`config.mk`:
```
export PLATFORM = sky130hd
export DESIGN_NAME = spi_ram_cmd_arbiter
export DESIGN_NICKNAME = d
export VERILOG_FILES = /design/src/rtl/spi_ram_cmd_arbiter.sv
export SDC_FILE = /design/constraint.sdc
export NUM_CORES = 1
export LEC_CHECK = 0
export BUFFER_PORTS_ARGS = -buffer_cell sky130_fd_sc_hd__buf_2
export CORE_MARGIN = 4
export CORE_UTILIZATION = 35
export CTS_BUF_LIST = sky130_fd_sc_hd__clkbuf_2
export DETAILED_ROUTE_END_ITERATION = 10
export PLACE_DENSITY_LB_ADDON = 0.25
export SYNTH_ARGS = -nofsm -noshare
export SYNTH_HDL_FRONTEND = slang
export SYNTH_SLANG_ARGS = --single-unit
```
`constraint.sdc`:
```
create_clock -name clk -period 1.7 [get_ports clk]
set_input_delay 0.34 -clock clk [delete_from_list [all_inputs] [get_ports clk]]
set_output_delay 0.34 -clock clk [all_outputs]
set_load 0.01 [all_outputs]
```
`src/rtl/spi_ram_cmd_arbiter.sv`:
```
// spi_ram_cmd_arbiter: round-robin sharing of the SPI RAM command port, one address/data beat pair per request.
// Define ADDR_SKIP_EN to drop the address beat when it repeats the last issued address of the same kind.
module spi_ram_cmd_arbiter #(
    parameter int NREQ      = 2,
    parameter int ADDR_SIZE = 8,
    parameter int RD_LAT    = 1
) (
    input  logic                      clk,
    input  logic                      rst,
    input  logic [NREQ-1:0]           i_req,
    input  logic [NREQ-1:0]           i_req_wr,
    input  logic [NREQ*ADDR_SIZE-1:0] i_req_addr,
    input  logic [NREQ*ADDR_SIZE-1:0] i_req_wdata,
    output logic [NREQ-1:0]           o_gnt,
    output logic [NREQ-1:0]           o_rsp_valid,
    output logic [ADDR_SIZE-1:0]      o_rsp_data,
    output logic                      o_rsp_err,
    output logic                      o_busy,
    output logic [ADDR_SIZE+1:0]      o_ram_din,
    output logic                      o_ram_rx_valid,
    input  logic [ADDR_SIZE-1:0]      i_ram_dout,
    input  logic                      i_ram_tx_valid
);
    localparam int PW = (NREQ > 1) ? $clog2(NREQ) : 1;
    localparam int CW = $clog2(RD_LAT + 1);
    typedef enum logic [1:0] {IDLE, ADDR, DATA, RD_WAIT} state_t;
    state_t r_st, w_nxt;
    logic [PW-1:0] r_ptr, w_win, w_idx;
    logic [CW-1:0] r_cnt, w_cnt;
    logic r_wr, r_smp_v, w_any, w_skip, w_wr, w_rxv, w_err;
    logic [ADDR_SIZE-1:0] r_wdata, r_smp, w_addr, w_wdata, w_rsp_d;
    logic [ADDR_SIZE+1:0] w_din;
    logic [NREQ-1:0] w_gnt, w_rsp_v;

    assign w_any   = |i_req;
    assign w_wr    = i_req_wr[w_win];
    assign w_addr  = i_req_addr[int'(w_win)*ADDR_SIZE +: ADDR_SIZE];
    assign w_wdata = i_req_wdata[int'(w_win)*ADDR_SIZE +: ADDR_SIZE];

    // Scan downward so the last hit is the one closest after r_ptr.
    always_comb begin
        w_win = r_ptr;
        w_idx = '0;
        for (int k = NREQ; k >= 1; k--) begin
            w_idx = PW'((int'(r_ptr) + k) % NREQ);
            if (i_req[w_idx]) w_win = w_idx;
        end
    end

`ifdef ADDR_SKIP_EN
    logic [ADDR_SIZE-1:0] r_lwa, r_lra;
    logic r_lwa_v, r_lra_v;

    assign w_skip = w_wr ? (r_lwa_v && r_lwa == w_addr) : (r_lra_v && r_lra == w_addr);

    always_ff @(posedge clk) begin
        if (rst) begin
            r_lwa_v <= 1'b0;
            r_lra_v <= 1'b0;
            r_lwa   <= '0;
            r_lra   <= '0;
        end else if (r_st == IDLE && w_any && !w_skip) begin
            if (w_wr) {r_lwa_v, r_lwa} <= {1'b1, w_addr};
            else {r_lra_v, r_lra} <= {1'b1, w_addr};
        end
    end
`else
    assign w_skip = 1'b0;
`endif

    always_comb begin
        w_nxt   = r_st;
        w_cnt   = '0;
        w_gnt   = '0;
        w_rsp_v = '0;
        w_rsp_d = o_rsp_data;
        w_err   = o_rsp_err;
        w_din   = '0;
        w_rxv   = 1'b0;
        case (r_st)
            IDLE: if (w_any) begin
                w_nxt = w_skip ? DATA : ADDR;
                w_gnt = NREQ'(1) << w_win;
                w_din = w_skip ? (w_wr ? {2'b01, w_wdata} : {2'b11, {ADDR_SIZE{1'b0}}})
                               : {w_wr ? 2'b00 : 2'b10, w_addr};
                w_rxv = 1'b1;
            end
            ADDR: begin
                w_nxt = DATA;
                w_din = r_wr ? {2'b01, r_wdata} : {2'b11, {ADDR_SIZE{1'b0}}};
                w_rxv = 1'b1;
            end
            DATA: begin
                w_nxt   = r_wr ? IDLE : RD_WAIT;
                w_rsp_v = r_wr ? (NREQ'(1) << r_ptr) : '0;
                w_err   = r_wr ? 1'b0 : o_rsp_err;
            end
            RD_WAIT: if (r_cnt == CW'(RD_LAT)) begin
                w_nxt   = IDLE;
                w_rsp_v = NREQ'(1) << r_ptr;
                w_rsp_d = r_smp;
                w_err   = ~r_smp_v;
            end else begin
                w_cnt = r_cnt + 1'b1;
            end
        endcase
    end

    always_ff @(posedge clk) begin
        if (rst) begin
            r_st           <= IDLE;
            r_ptr          <= '0;
            r_cnt          <= '0;
            r_wr           <= 1'b0;
            r_wdata        <= '0;
            r_smp          <= '0;
            r_smp_v        <= 1'b0;
            o_gnt          <= '0;
            o_rsp_valid    <= '0;
            o_rsp_data     <= '0;
            o_rsp_err      <= 1'b0;
            o_busy         <= 1'b0;
            o_ram_din      <= '0;
            o_ram_rx_valid <= 1'b0;
        end else begin
            r_st           <= w_nxt;
            r_cnt          <= w_cnt;
            o_gnt          <= w_gnt;
            o_rsp_valid    <= w_rsp_v;
            o_rsp_data     <= w_rsp_d;
            o_rsp_err      <= w_err;
            o_busy         <= w_nxt != IDLE;
            o_ram_din      <= w_din;
            o_ram_rx_valid <= w_rxv;
            if (r_st == IDLE && w_any) begin
                r_ptr   <= w_win;
                r_wr    <= w_wr;
                r_wdata <= w_wdata;
            end
            if (r_st == RD_WAIT && r_cnt == CW'(RD_LAT - 1)) begin
                r_smp   <= i_ram_dout;
                r_smp_v <= i_ram_tx_valid;
            end
        end
    end
endmodule

```
==> flow_metrics.py, run 1 <==
metrics = {
    "cts": {
        "clk_root_buffer_cell": "clkbuf_2",
        "cts_hold_buffers": 0,
        "postCtsResizedCells": 0,
        "ctsHtreeMaxLevel": 2,
        "cts_tree": "yes",
        "clk_latency_ns": 0.41,
        "clock_path_buffers": 2,
        "numCtsBuffers": 5,
        "clkSlewWorstSetupHoldPaths_ns": 0.23,
        "cts_setup_buffers": 0,
        "cts_sinks": 47,
    },
    "timing": {
        "drv_slew": 0,
        "max-slew-margin-rel_pct": 69.4,
        "min_period_ns": 1.51,
        "fin_tns_setup_ns": 0,
        "rsz0062_at_grt": "false",
        "finalHoldViolCount": 0,
        "setup_viol": 0,
        "worst_slack_ns": 0.189,
        "max_freq_mhz": 662,
        "min_period_over_period_pct": 88.9,
        "skew_ns": 0.0178,
        "worstMarginPinSlew_ns": 0.459,
    },
    "power_and_ir_drop": {
        "power_density_mw_per_mm2": 981,
        "power_frac_seq_pct": 56.0,
        "pwr-share-clk_pct": 26.4,
        "ir_drop_mv": 0.422,
        "fin_total_pwr_uw": 2230,
        "p_sw_uw": 613,
        "p_sw_share_pct": 27.4,
        "p_int_uw": 1620,
        "comb_power_share_pct": 17.6,
        "p_leak_uw": 0.00112,
    },
    "worst_setup_path": {
        "required_ns": 2.04,
        "crit_arrival_ns": 1.85,
        "critical_path_class": "flip-flop to flip-flop",
        "crit_fanout": 16,
        "endpoint_kind": "flip-flop",
        "startpoint_type": "flip-flop",
    },
    "run": {
        "max_cap_violations": 0,
    },
    "logic_synthesis": {
        "synth_top_family_by_area": "simple AND/OR/NAND/NOR gates",
        "synth_compound_area_share_pct": 13.1,
        "synthDistinctLibCells": 29,
        "netlist.area_leader.share_pct": 52.4,
        "synth.net_count": 246,
        "synthSimpleGateAreaFrac_pct": 18.2,
        "syn_inst": 199,
        "yosysTopAreaCell": "dfxtp_1",
        "synthXorXnorAreaFrac_pct": 0,
        "synth_area_sq_mm": 0.00180,
        "postSynthAreaPerCell_sq_um": 9.03,
        "synth_area_leaders": "dfxtp_1 52%, mux2i_1 11%, nand2_1 9.0%",
        "synth-seq-cells": 47,
        "synth_seq_area_share_pct": 52.4,
        "ys_warn_count": 0,
        "synth-adder-area-share_pct": 0,
        "synth_mux_area_share_pct": 11.4,
    },
    "cells_and_area": {
        "n_antenna_cell": 0,
        "fin_util_pct": 47.0,
        "synthToLayoutAreaGrowth_pct": 26.7,
        "drive_above_1_share_pct": 32.7,
        "fin_nets": 315,
    },
    "detailed_routing": {
        "via_per_inst": 4.60,
        "via_count": 1546,
        "postRouteAntennaNets": 0,
        "totalWireLength_microns": 4140,
        "drc": 0,
        "drt-pass1-iter-count": 4,
        "avgRoutedWirePerCell_microns": 12.3,
        "drt_iter0_drc": 75,
    },
    "hold_path": {
        "min_path_type": "input port to flip-flop",
    },
    "global_routing": {
        "grt_overflow": 0,
        "grt_pass1_vias": 1467,
        "grt_max_degree": 35,
        "grt_pass1_wl_microns": 6820,
        "antenna_found_initial": 0,
        "track_usage_pct": 13.7,
    },
    "die": {
        "coreArea_sq_mm": 0.00485,
        "ios": 72,
        "start_util_pct": 37.1,
        "die_w_microns": 79.7,
        "rows": 25,
        "fp.dieH_microns": 79.7,
        "die-area_sq_mm": 0.00634,
    },
    "placement": {
        "dp_hpwl_microns": 2990,
        "portBuffers": 71,
        "pre_cts_slack_ns": 0.216,
        "globalplace.congestion": 0.712,
    },
    "run_status": {
        "status": "finished clean",
    },
}
cells in the final DEF, fill, tap and decap left out, types with 2 or more instances in the layout:
master	n
and3_1	2
a311oi_1	8
mux2i_1	19
dfxtp_1	47
clkbuf_2	5
nor2_1	27
o21ai_0	10
a21oi_1	10
nand2_1	43
buf_4	4
inv_1	3
buf_2	71
layer usage:
| metal | up-vias | wire length, microns | track usage (%) |
|---|---|---|---|
| met5 | - | 0 | 0 |
| met4 | 0 | 48 | 4.12 |
| met3 | 5 | 353 | 4.97 |
| met2 | 54 | 1760 | 20.5 |
| met1 | 679 | 1970 | 18.4 |
| li1 | 808 | - | - |
area by class of cell:
type                    instances  area, sq um
fillers                       489         2570
flip-flops and latches         47          941
multi-input cells             135          772
repair buffers                 76          405
well taps                      67         83.8
clock inverters                 3         38.8
clock buffers                   5         25.0
inverters                       3         11.3
worst max-delay path, cell delays in order (launching register included):
cell and delay [ns]:
dfxtp_1 0.47, nor3_2 0.39, buf_4 0.28, nor2_1 0.06, a311oi_1 0.24
registers in the layout, indices dropped and copies added, names as in the netlist, 2 cells and up:
signal / cells
o_gnt: 2
r_st: 2
r_wdata: 8
o_rsp_data: 8
o_ram_din: 10
o_rsp_valid: 2
r_smp: 8
per-stage QoR:
| step | cell area [sq um] | hold WS [ns] | std cells |
|---|---|---|---|
| finish | 2280 | 0.153 | 336 |
| global route | 2280 | 0.116 | 336 |
| CTS | 2280 | 0.119 | 336 |
| detailed placement | 2210 | 0.439 | 328 |
| global placement | 2210 | 0.442 | 328 |
| floorplan | 1800 | 0.426 | 199 |
logic make-up after synthesis:
family,Yosys count
compound gates,36
flops,47
buf+inv,17
mux,20
simple gates,79
final timing paths:
path | depth (start not counted) | from | slack (ns) | to
hold reg to reg | 2 | r_smp[4]$_SDFFE_PP0N_ | 0.45 | o_rsp_data[4]$_SDFFE_PP0P_
setup / recovery | 4 | r_st[1]$_SDFF_PP0_ | 0.19 | r_wdata[4]$_SDFFE_PP0P_
setup reg to reg | 4 | r_st[1]$_SDFF_PP0_ | 0.19 | r_wdata[4]$_SDFFE_PP0P_
hold / removal | 3 | i_ram_dout[5] | 0.15 | r_smp[5]$_SDFFE_PP0N_
power groups by stage:
stage	combinational [uW]	clock [uW]	sequential, uW
2_1_floorplan	258	0	1270
3_3_place_gp	393	0	1270
3_5_place_dp	399	0	1270
4_1_cts	401	611	1250
5_1_grt	446	663	1270
6_report	394	589	1250
cell usage after synthesis:
cell / number
nor2_1: 27
clkbuf_8: 1
nor2b_1: 1
o31a_1: 1
mux2i_1: 19
nand3b_1: 1
o22ai_1: 1
and3_1: 2
nand2_1: 43
nor2_2: 1
inv_1: 3
buf_2: 6
o21ba_1: 1
nand3_1: 1
a21oi_1: 10
nor3_1: 1
buf_6: 1
o32ai_1: 1
a22oi_1: 1
a21oi_2: 1
and4bb_2: 1
o21ai_0: 10
a21o_1: 1
dfxtp_1: 47
o21bai_1: 1
clkbuf_1: 6
nor4b_1: 1
mux2_4: 1
a311oi_1: 8
Power figures use the tool's default switching activity.
==> run 2, diff against run 1 <==
--- a/config.mk
+++ b/config.mk
@@ -10,7 +10,9 @@
 export CORE_UTILIZATION = 35
 export CTS_BUF_LIST = sky130_fd_sc_hd__clkbuf_2
 export DETAILED_ROUTE_END_ITERATION = 10
+export GPL_ROUTABILITY_DRIVEN = 0
 export PLACE_DENSITY_LB_ADDON = 0.25
+export SETUP_SLACK_MARGIN = 0.4
 export SYNTH_ARGS = -nofsm -noshare
 export SYNTH_HDL_FRONTEND = slang
 export SYNTH_SLANG_ARGS = --single-unit
==> run 2 against run 1 <==
Setup slack improved by 0.23 ns. Cell area is 10% higher. First-iteration DRC count rose by 31%. Sequential power hardly changed. Clock skew up 0.0043 ns. Critical endpoint is now r_wdata[7]$_SDFFE_PP0P_. Largest cell class unchanged.
==> flow_metrics.py, run 2 (synthesis results as in run 1) <==
metrics = {
    "placement": {
        "portBuffers": 71,
        "dpl_cell_area_sq_mm": 0.00222,
        "dp_hpwl_microns": 3070,
        "place_inst": 329,
    },
    "die": {
        "coreArea_sq_mm": 0.00485,
        "rows": 25,
        "ios": 72,
        "start_util_pct": 37.1,
        "die_w_microns": 79.7,
        "die-area_sq_mm": 0.00634,
        "fp.dieH_microns": 79.7,
    },
    "worst_setup_path": {
        "crit_fanout": 8,
        "slowest_stage": "dfxtp_4",
        "startpoint_type": "flip-flop",
        "r2r_start": "r_st[0]$_SDFF_PP0_",
        "critical_path_class": "flip-flop to flip-flop",
        "critPathTopFamily": "flip-flops",
        "ff2ff_path_depth": 4,
        "endpoint_kind": "flip-flop",
        "cp_slowest_stage_delay_ns": 0.42,
        "required_ns": 2.02,
        "rr_endpoint": "r_wdata[7]$_SDFFE_PP0P_",
        "cp-startpoint": "r_st[0]$_SDFF_PP0_",
        "crit_arrival_ns": 1.60,
        "crit_chain": "nor3_4 > buf_2 > buf_4 > a311oi_2",
        "crit_end": "r_wdata[7]$_SDFFE_PP0P_",
        "crit_buf_inv": 2,
        "rrSetupSlack_ns": 0.42,
        "crit_cells": 4,
    },
    "power_and_ir_drop": {
        "ir_drop_mv": 0.429,
        "p_leak_uw": 0.00119,
        "power_density_mw_per_mm2": 886,
    },
    "cts": {
        "clk_root_buffer_cell": "clkbuf_2",
        "clk_latency_ns": 0.41,
        "cts_tree": "yes",
        "clock_path_buffers": 2,
        "clkSlewWorstSetupHoldPaths_ns": 0.23,
        "ctsHtreeMaxLevel": 2,
        "cts_sinks": 47,
        "numCtsBuffers": 5,
    },
    "cells_and_area": {
        "layout_commonest_cell": "buf_2",
        "final_area_sq_mm": 0.00252,
        "synthToLayoutAreaGrowth_pct": 40.0,
        "drive_above_1_share_pct": 42.9,
        "num-fill-cells": 489,
        "largest-register": "o_ram_din",
        "fin_util_pct": 51.9,
        "final_cell_mix": "62 x buf_2, 42 x nand2_1, 33 x dfxtp_1",
        "fin_nets": 328,
        "fin_cells": 349,
        "n_antenna_cell": 0,
        "multi_input_area_sq_um": 841,
        "regArea_sq_um": 966,
        "largest_reg_flops": 10,
    },
    "detailed_routing": {
        "drt_iter0_drc": 98,
        "postRouteAntennaNets": 0,
        "via_count": 1646,
        "totalWireLength_microns": 4680,
        "avgRoutedWirePerCell_microns": 13.4,
        "via_per_inst": 4.72,
        "drc": 0,
        "drt-pass1-iter-count": 4,
    },
    "global_routing": {
        "antenna_found_initial": 0,
        "grt_pass1_vias": 1418,
        "grt_overflow": 0,
        "grt_pass1_wl_microns": 6920,
        "grt_max_degree": 35,
        "track_usage_pct": 14.0,
    },
    "timing": {
        "worstMarginPinSlew_ns": 0.365,
        "skew_ns": 0.0221,
        "min_period_over_period_pct": 75.2,
        "max-slew-margin-rel_pct": 75.6,
        "setup_viol": 0,
        "finalHoldViolCount": 0,
        "fin_tns_setup_ns": 0,
        "min_period_ns": 1.28,
        "max_freq_mhz": 782,
        "drv_slew": 0,
        "rsz0062_at_grt": "true",
    },
    "run": {
        "max_cap_violations": 0,
    },
    "hold_path": {
        "min_path_type": "input port to flip-flop",
        "min_from": "i_req_wdata[4]",
    },
    "run_status": {
        "status": "finished clean",
    },
}
[run 2: changes by cell type in the layout (fill, tap and decap cells not counted), sizes merged]
cell and delta:
a21oi +1, bufinv -1, buf +11, clkbuf +2
[run 2: tightest hold or removal path, delay by kind of cell]
family                 cells  cell delay, ns
buffers and inverters      1            0.09
AOI/OAI and AO/OA          1            0.07
and+or+nand+nor            1            0.05
[run 2: stage by stage]
| stage | total power, uW | hold WS, ns | setup WS (ns) |
|---|---|---|---|
| 2_1_floorplan | 1530 | 0.426 | 0.426 |
| 3_3_place_gp | 1670 | 0.439 | 0.288 |
| 3_5_place_dp | 1670 | 0.446 | 0.218 |
| 4_1_cts | 2180 | 0.120 | 0.403 |
| 5_1_grt | 2360 | 0.0920 | 0.371 |
| 6_report | 2230 | 0.149 | 0.421 |
[run 2: layout make-up]
| class | count | share of cell area (%) |
|---|---|---|
| clock inverters | 2 | 0.298 |
| inverters | 3 | 0.448 |
| clock buffers | 6 | 1.19 |
| multi-input cells | 136 | 33.4 |
| repair buffers | 88 | 22.9 |
| well taps | 67 | 3.33 |
| flip-flops and latches | 47 | 38.4 |
[run 2: power breakdown]
| group | leakage (uW) | switching, uW | internal, uW |
|---|---|---|---|
| Combinational | 0.000775 | 257 | 272 |
| Clock | 0.0000281 | 343 | 99.1 |
| Sequential | 0.000392 | 62.2 | 1200 |
| Total | 0.00119 | 662 | 1570 |
[run 2: timing repair]
item                       CTS  global route
buffers inserted             3             6
gates resized for setup      8            32
gates cloned                 1             2
pin swaps                    0             7
hold buffers                 0             0
setup endpoints to repair   13            38
[run 2: layer usage]
| metal | up-vias | part of all wire [%] | GRT usage [%] |
|---|---|---|---|
| met5 | - | 0 | 0 |
| met4 | 0 | 1.2 | 4.64 |
| met3 | 7 | 9.2 | 5.64 |
| met2 | 54 | 46 | 21.7 |
| met1 | 746 | 43 | 17.6 |
| li1 | 839 | - | - |
[run 2: worst min path at each step]
stage	depth (start not counted)	slack [ns]	end
after floorplan	2	0.43	o_ram_din[0]$_SDFF_PP0_
after global placement	2	0.44	o_rsp_data[5]$_SDFFE_PP0P_
after detailed placement	2	0.45	o_ram_din[2]$_SDFF_PP0_
after CTS	3	0.12	r_smp[3]$_SDFFE_PP0N_
after global routing	3	0.09	r_smp[3]$_SDFFE_PP0N_
final	3	0.15	r_wdata[4]$_SDFFE_PP0P_
